==> config.mk <==
export PLATFORM = sky130hd
export DESIGN_NAME = fetch_queue_stage
export DESIGN_NICKNAME = d
export VERILOG_FILES = /design/src/rtl/fetch_queue_stage.sv
export SDC_FILE = /design/constraint.sdc
export NUM_CORES = 1
export LEC_CHECK = 0
export CORE_UTILIZATION = 30
export DETAILED_ROUTE_END_ITERATION = 7
export PLACE_DENSITY = 0.51
export SYNTH_ARGS = -nofsm -noshare
export SYNTH_HDL_FRONTEND = slang
export SYNTH_SLANG_ARGS = --single-unit
==> constraint.sdc <==
create_clock -name IF_CLK -period 48.5 [get_ports IF_CLK]
set_clock_uncertainty 0.2 [all_clocks]
set_input_delay 12.125 -clock IF_CLK [delete_from_list [all_inputs] [get_ports IF_CLK]]
set_output_delay 12.125 -clock IF_CLK [all_outputs]
set_load 0.02 [all_outputs]
==> src/rtl/fetch_queue_stage.sv <==
// fetch_queue_stage
// Instruction-fetch stage with a decoupling queue. Generates the fetch PC,
// issues reads to a synchronous 1-cycle-latency instruction memory, buffers
// the returned instruction with its PC and PC+4, and hands entries to decode
// over a valid/ready handshake. A redirect flushes the queue, drops any
// in-flight read and restarts fetch at the new target.
//
// Ports
//   IF_CLK            in   clock, rising edge
//   IF_RESET          in   asynchronous, active-high reset
//   REDIRECT_VALID    in   redirect fetch this cycle (highest priority)
//   REDIRECT_PC       in   redirect target, bits [1:0] ignored
//   IMEM_REQ          out  read request this cycle
//   IMEM_ADDR         out  read address (fetch PC)
//   IMEM_DATA         in   read data, one cycle after the request
//   DEC_VALID         out  queue head valid
//   DEC_READY         in   decode accepts head
//   DEC_INSTR         out  head instruction
//   DEC_PC            out  head PC
//   DEC_PC_PLUS_FOUR  out  head PC + 4
//   QUEUE_COUNT       out  current occupancy
module fetch_queue_stage #(
  parameter int              XLEN         = 32,
  parameter int              DEPTH        = 4,
  parameter logic [XLEN-1:0] RESET_VECTOR = '0
) (
  input  logic                     IF_CLK,
  input  logic                     IF_RESET,
  input  logic                     REDIRECT_VALID,
  input  logic [XLEN-1:0]          REDIRECT_PC,
  output logic                     IMEM_REQ,
  output logic [XLEN-1:0]          IMEM_ADDR,
  input  logic [XLEN-1:0]          IMEM_DATA,
  output logic                     DEC_VALID,
  input  logic                     DEC_READY,
  output logic [XLEN-1:0]          DEC_INSTR,
  output logic [XLEN-1:0]          DEC_PC,
  output logic [XLEN-1:0]          DEC_PC_PLUS_FOUR,
  output logic [$clog2(DEPTH):0]   QUEUE_COUNT
);

  localparam int AW = $clog2(DEPTH);
  localparam int CW = AW + 1;

  localparam logic [XLEN-1:0] PC_STEP   = XLEN'(4);
  localparam logic [XLEN-1:0] ALIGN_MSK = ~XLEN'(3);
  localparam logic [CW:0]     DEPTH_LIM = (CW + 1)'(DEPTH);

  logic [XLEN-1:0] r_fetch_pc;
  logic            r_inflight;
  logic [XLEN-1:0] r_inflight_pc;
  logic [AW-1:0]   r_rd_ptr;
  logic [AW-1:0]   r_wr_ptr;
  logic [CW-1:0]   r_count;

  logic [XLEN-1:0] r_instr_q [DEPTH];
  logic [XLEN-1:0] r_pc_q    [DEPTH];
  logic [XLEN-1:0] r_pc4_q   [DEPTH];

  logic            w_dec_valid;
  logic            w_pop;
  logic            w_push;
  logic            w_issue;
  logic [CW:0]     w_occ;
  logic [XLEN-1:0] w_redirect_pc;

  assign w_dec_valid   = (r_count != '0);
  assign w_pop         = w_dec_valid & DEC_READY & ~REDIRECT_VALID;
  assign w_push        = r_inflight & ~REDIRECT_VALID;
  assign w_redirect_pc = REDIRECT_PC & ALIGN_MSK;

  // Entries held plus the one still in flight, crediting a same-cycle pop,
  // so issue resumes in the very cycle decode frees a slot.
  assign w_occ   = {1'b0, r_count} + (CW + 1)'(r_inflight) - (CW + 1)'(w_pop);
  assign w_issue = ~IF_RESET & ~REDIRECT_VALID & (w_occ < DEPTH_LIM);

  assign IMEM_REQ  = w_issue;
  assign IMEM_ADDR = r_fetch_pc;

  always_ff @(posedge IF_CLK or posedge IF_RESET) begin
    if (IF_RESET) begin
      r_fetch_pc    <= RESET_VECTOR;
      r_inflight    <= 1'b0;
      r_inflight_pc <= '0;
    end else if (REDIRECT_VALID) begin
      // Clearing the flag drops the response that arrives this cycle.
      r_fetch_pc    <= w_redirect_pc;
      r_inflight    <= 1'b0;
    end else begin
      r_inflight <= w_issue;
      if (w_issue) begin
        r_inflight_pc <= r_fetch_pc;
        r_fetch_pc    <= r_fetch_pc + PC_STEP;
      end
    end
  end

  always_ff @(posedge IF_CLK or posedge IF_RESET) begin
    if (IF_RESET) begin
      r_rd_ptr <= '0;
      r_wr_ptr <= '0;
      r_count  <= '0;
    end else if (REDIRECT_VALID) begin
      r_rd_ptr <= '0;
      r_wr_ptr <= '0;
      r_count  <= '0;
    end else begin
      if (w_push) r_wr_ptr <= r_wr_ptr + AW'(1);
      if (w_pop)  r_rd_ptr <= r_rd_ptr + AW'(1);
      r_count <= r_count + CW'(w_push) - CW'(w_pop);
    end
  end

  // Storage is reset so the decode outputs read as zero out of reset.
  always_ff @(posedge IF_CLK or posedge IF_RESET) begin
    if (IF_RESET) begin
      for (int i = 0; i < DEPTH; i++) begin
        r_instr_q[i] <= '0;
        r_pc_q[i]    <= '0;
        r_pc4_q[i]   <= '0;
      end
    end else if (w_push) begin
      r_instr_q[r_wr_ptr] <= IMEM_DATA;
      r_pc_q[r_wr_ptr]    <= r_inflight_pc;
      r_pc4_q[r_wr_ptr]   <= r_inflight_pc + PC_STEP;
    end
  end

  assign DEC_VALID        = w_dec_valid;
  assign DEC_INSTR        = r_instr_q[r_rd_ptr];
  assign DEC_PC           = r_pc_q[r_rd_ptr];
  assign DEC_PC_PLUS_FOUR = r_pc4_q[r_rd_ptr];
  assign QUEUE_COUNT      = r_count;

endmodule

==> results by group <==
Run status
  • Status: completed

STA
  • Period Utilization, post-route: 56.4%
  • Max-slew violations: 0
  • Period minus WS final: 27.34 ns
  • WHS: 0.274 ns
  • Final setup vio count: 0
  • Rel. slew slack: 29.5%
  • Final TNS setup: 0 ns
  • RSZ-0062 raised after global routing: no
  • Fmax: 36.6 MHz
  • Final Hold Violating Endpoints: 0
  • Worst Max-Slew Pin Slew: 1.06 ns

Routing
  • Vias/cell: 4.82
  • First DRT Iteration DRCs: 647
  • DR pass1 iterations: 5
  • DRC viols: 0
  • ANT nets after route: 0
  • Routed len/inst: 20.1 µm
  • Routed WL: 49.6 mm
  • Vias: 11908

Worst setup path
  • Worst r2r dst: r_inflight_pc[28]$_DFFE_PP0P_
  • CP Class: in2out
  • Slowest stage cell, crit path: clkdlybuf4s50_1
  • Reg-to-Reg Start: QUEUE_COUNT[1]$_DFF_PP0_
  • Worst Reg-to-Reg Cells: 11
  • Top delay family on crit path: buffers and inverters
  • Crit path buf inv count: 5
  • Required time worst endpoint: 36.17 ns
  • Critical path capture point: IMEM_REQ
  • CP Data Arrival Time: 15.01 ns
  • Crit start category: input pin
  • R2R Setup Slk: 45.03 ns
  • CP Cell Sequence: clkdlybuf4s50_1, buf_4, nor3_1, inv_1, ha_1, a31o_2, mux2i_4, buf_4, nor2_1, clkdlybuf4s50_1
  • Crit path largest cell delay: 0.63 ns
  • Critical Path Start: REDIRECT_VALID
  • Levels on crit path: 10
  • Crit Path Max Fanout: 45
  • Worst Setup End Kind: primary output

Hold path
  • Worst min path class: reg2reg

Power and ir drop
  • NetSw: 493 µW
  • Leak: 10.3 nW
  • Peak supply drop: 31.0 µV
  • Power share of the combinational group: 35.6%
  • Clock power frac: 25.5%
  • Total chip power: 1.46 mW
  • Switching Share: 33.7%
  • PD cells: 61.4 nW/µm²
  • Pint: 969 µW
  • Sequential cell fraction of total power: 38.9%

Finish
  • Commonest non-fill, non-tap cell in the layout: dfrtp_1
  • Highest-count cells in the layout ignoring fill and taps: 434 x dfrtp_1, 291 x mux2_2, 192 x clkdlybuf4s50_1
  • Synth-to-layout area growth: 22.0%
  • Fin area: 23800 µm²
  • Fill cells: 6117
  • Antenna diodes: 0
  • Final net count: 1660
  • Share of cells above drive strength 1: 30.2%

Floorplan
  • Io pins: 201
  • Die Ht: 257 µm
  • Die area: 66100 µm²
  • Initial Utilization: 30.3%
  • Site Rows: 93
  • Core ar.: 64300 µm²
  • Die W: 257 µm

Global routing
  • Largest net degree at the start of global routing: 102
  • Initial antenna violation count: 0
  • First-pass GRT wire length: 78.3 mm
  • GRT overflow: 0
  • Vias in the first global route: 12774
  • Gr usage total: 15.3%

Synthesis
  • Seq/Total Area, Yosys: 55.9%
  • Ys flop type: dfrtp_1
  • Synthesized area: 19500 µm²
  • Synthesized flop and latch total: 436
  • Post-synth cell types: 46
  • Mean Syn Cell Area: 13.6 µm²
  • Synth Warn #: 0
  • Post-synth EDFFs: 0
  • Cells after Synth: 1431
  • Fraction of registers with async set/reset: 100%

CTS
  • CTS clk-pin slew, worst paths: 0.06 ns
  • Number of buffers created by CTS: 49
  • Clock root buffer: clkbuf_16
  • H-tree Lvls: 2
  • Cts hold-fix bufs: 0
  • Post-CTS setup repair buffer count: 0
  • Clock insertion delay at the later pin of the skew report: 0.58 ns
  • Cts repair resizes: 0
  • Clk sinks: 436
  • CTS tree: done
  • Clk buf depth: 3

Placed design
  • Placed cell area: 22200 µm²
  • Port Buffers: 192
  • GPL Wtd Cong: 0.734
  • Post-detail-place hpwl: 31.1 mm

Flow run
  • Total of max-cap violations: 0
==> cell type report <==
type	count	area [µm²]	share of cell area (%)
multi-input cells	876	8130	34.1
repair buffers	209	2050	8.61
well taps	855	1070	4.49
clock buffers	80	1490	6.27
flip-flops and latches	436	10900	45.9
inverters	10	45.0	0.189
clock inverters	7	110	0.462
==> state kept, by name, indices dropped and copies added (netlist names), 2 cells and up <==
signal         count
r_instr_q        128
r_wr_ptr           2
QUEUE_COUNT        3
IMEM_ADDR         30
r_pc4_q          120
r_rd_ptr           2
r_pc_q           120
r_inflight_pc     30
==> power groups by stage <==
stage	Combinational (mW)	Sequential, mW	Clock [mW]
floorplan	0.361	0.524	0
global placement	0.524	0.567	0
detailed placement	0.531	0.575	0
CTS	0.533	0.569	0.385
global route	0.560	0.586	0.400
finish	0.520	0.568	0.373
==> tightest hold or removal path, delay by kind of cell (launching register included) <==
kind,cells,cell delay [ns]
AOI/OAI and AO/OA,1,0.05
DFF,1,0.34
and+or+nand+nor,1,0.04
==> metal layers <==
metal | global-route usage (%) | vias up | routed length (µm)
li1 | - | 5420 | -
met5 | 0 | - | 0
met3 | 3.17 | 62 | 2190
met1 | 21.2 | 6210 | 23200
met2 | 24.4 | 216 | 23300
met4 | 3.90 | 0 | 919
==> per-stage QoR <==
| stage | std cells | setup slack [ns] | util (%) |
|---|---|---|---|
| 5_1_grt | 2473 | 20.93 | 37.0 |
| 6_report | 2473 | 21.16 | 37.0 |
| 4_1_cts | 2473 | 21.10 | 37.0 |
| 3_3_place_gp | 2386 | 21.05 | 34.5 |
| 3_5_place_dp | 2386 | 21.11 | 34.5 |
| 2_1_floorplan | 1436 | 12.38 | - |
==> worst min-delay path by stage <==
stage / endpoint / depth (start not counted) / slack [ns] / start
2_1_floorplan: r_pc4_q[34]$_DFFE_PP0P_ / 2 / 0.24 / r_pc4_q[34]$_DFFE_PP0P_
4_1_cts: r_pc4_q[44]$_DFFE_PP0P_ / 2 / 0.28 / r_pc4_q[44]$_DFFE_PP0P_
5_1_grt: r_pc4_q[44]$_DFFE_PP0P_ / 2 / 0.29 / r_pc4_q[44]$_DFFE_PP0P_
3_5_place_dp: r_pc4_q[34]$_DFFE_PP0P_ / 2 / 0.27 / r_pc4_q[34]$_DFFE_PP0P_
6_report: r_pc4_q[68]$_DFFE_PP0P_ / 2 / 0.27 / r_pc4_q[68]$_DFFE_PP0P_
3_3_place_gp: r_pc4_q[120]$_DFFE_PP0P_ / 2 / 0.26 / r_pc4_q[120]$_DFFE_PP0P_
==> cell usage after synthesis (10+ instances only) <==
| cell type | number | area share (%) |
|---|---|---|
| buf_1 | 21 | 0.40 |
| buf_2 | 16 | 0.41 |
| clkbuf_1 | 65 | 1.3 |
| dfrtp_1 | 436 | 56 |
| inv_1 | 10 | 0.19 |
| mux2_2 | 291 | 17 |
| mux4_2 | 92 | 11 |
| nand2_1 | 162 | 3.1 |
| nand3_1 | 25 | 0.64 |
| nor2_1 | 22 | 0.42 |
| nor4_1 | 12 | 0.38 |
| o21ai_0 | 133 | 3.4 |
| xnor2_1 | 21 | 0.94 |
| xor2_1 | 39 | 1.8 |
==> cells by family after synthesis <==
group / count (synthesis) / synth area share, %
flops: 436 / 55.9
other cells: 1 / 0.0192
compound gates: 144 / 3.82
mux: 385 / 27.5
fa+ha+maj: 10 / 0.680
xor+xnor: 60 / 2.69
buf+inv: 124 / 2.75
simple gates: 271 / 6.59
(Power assumes the default switching activity.)
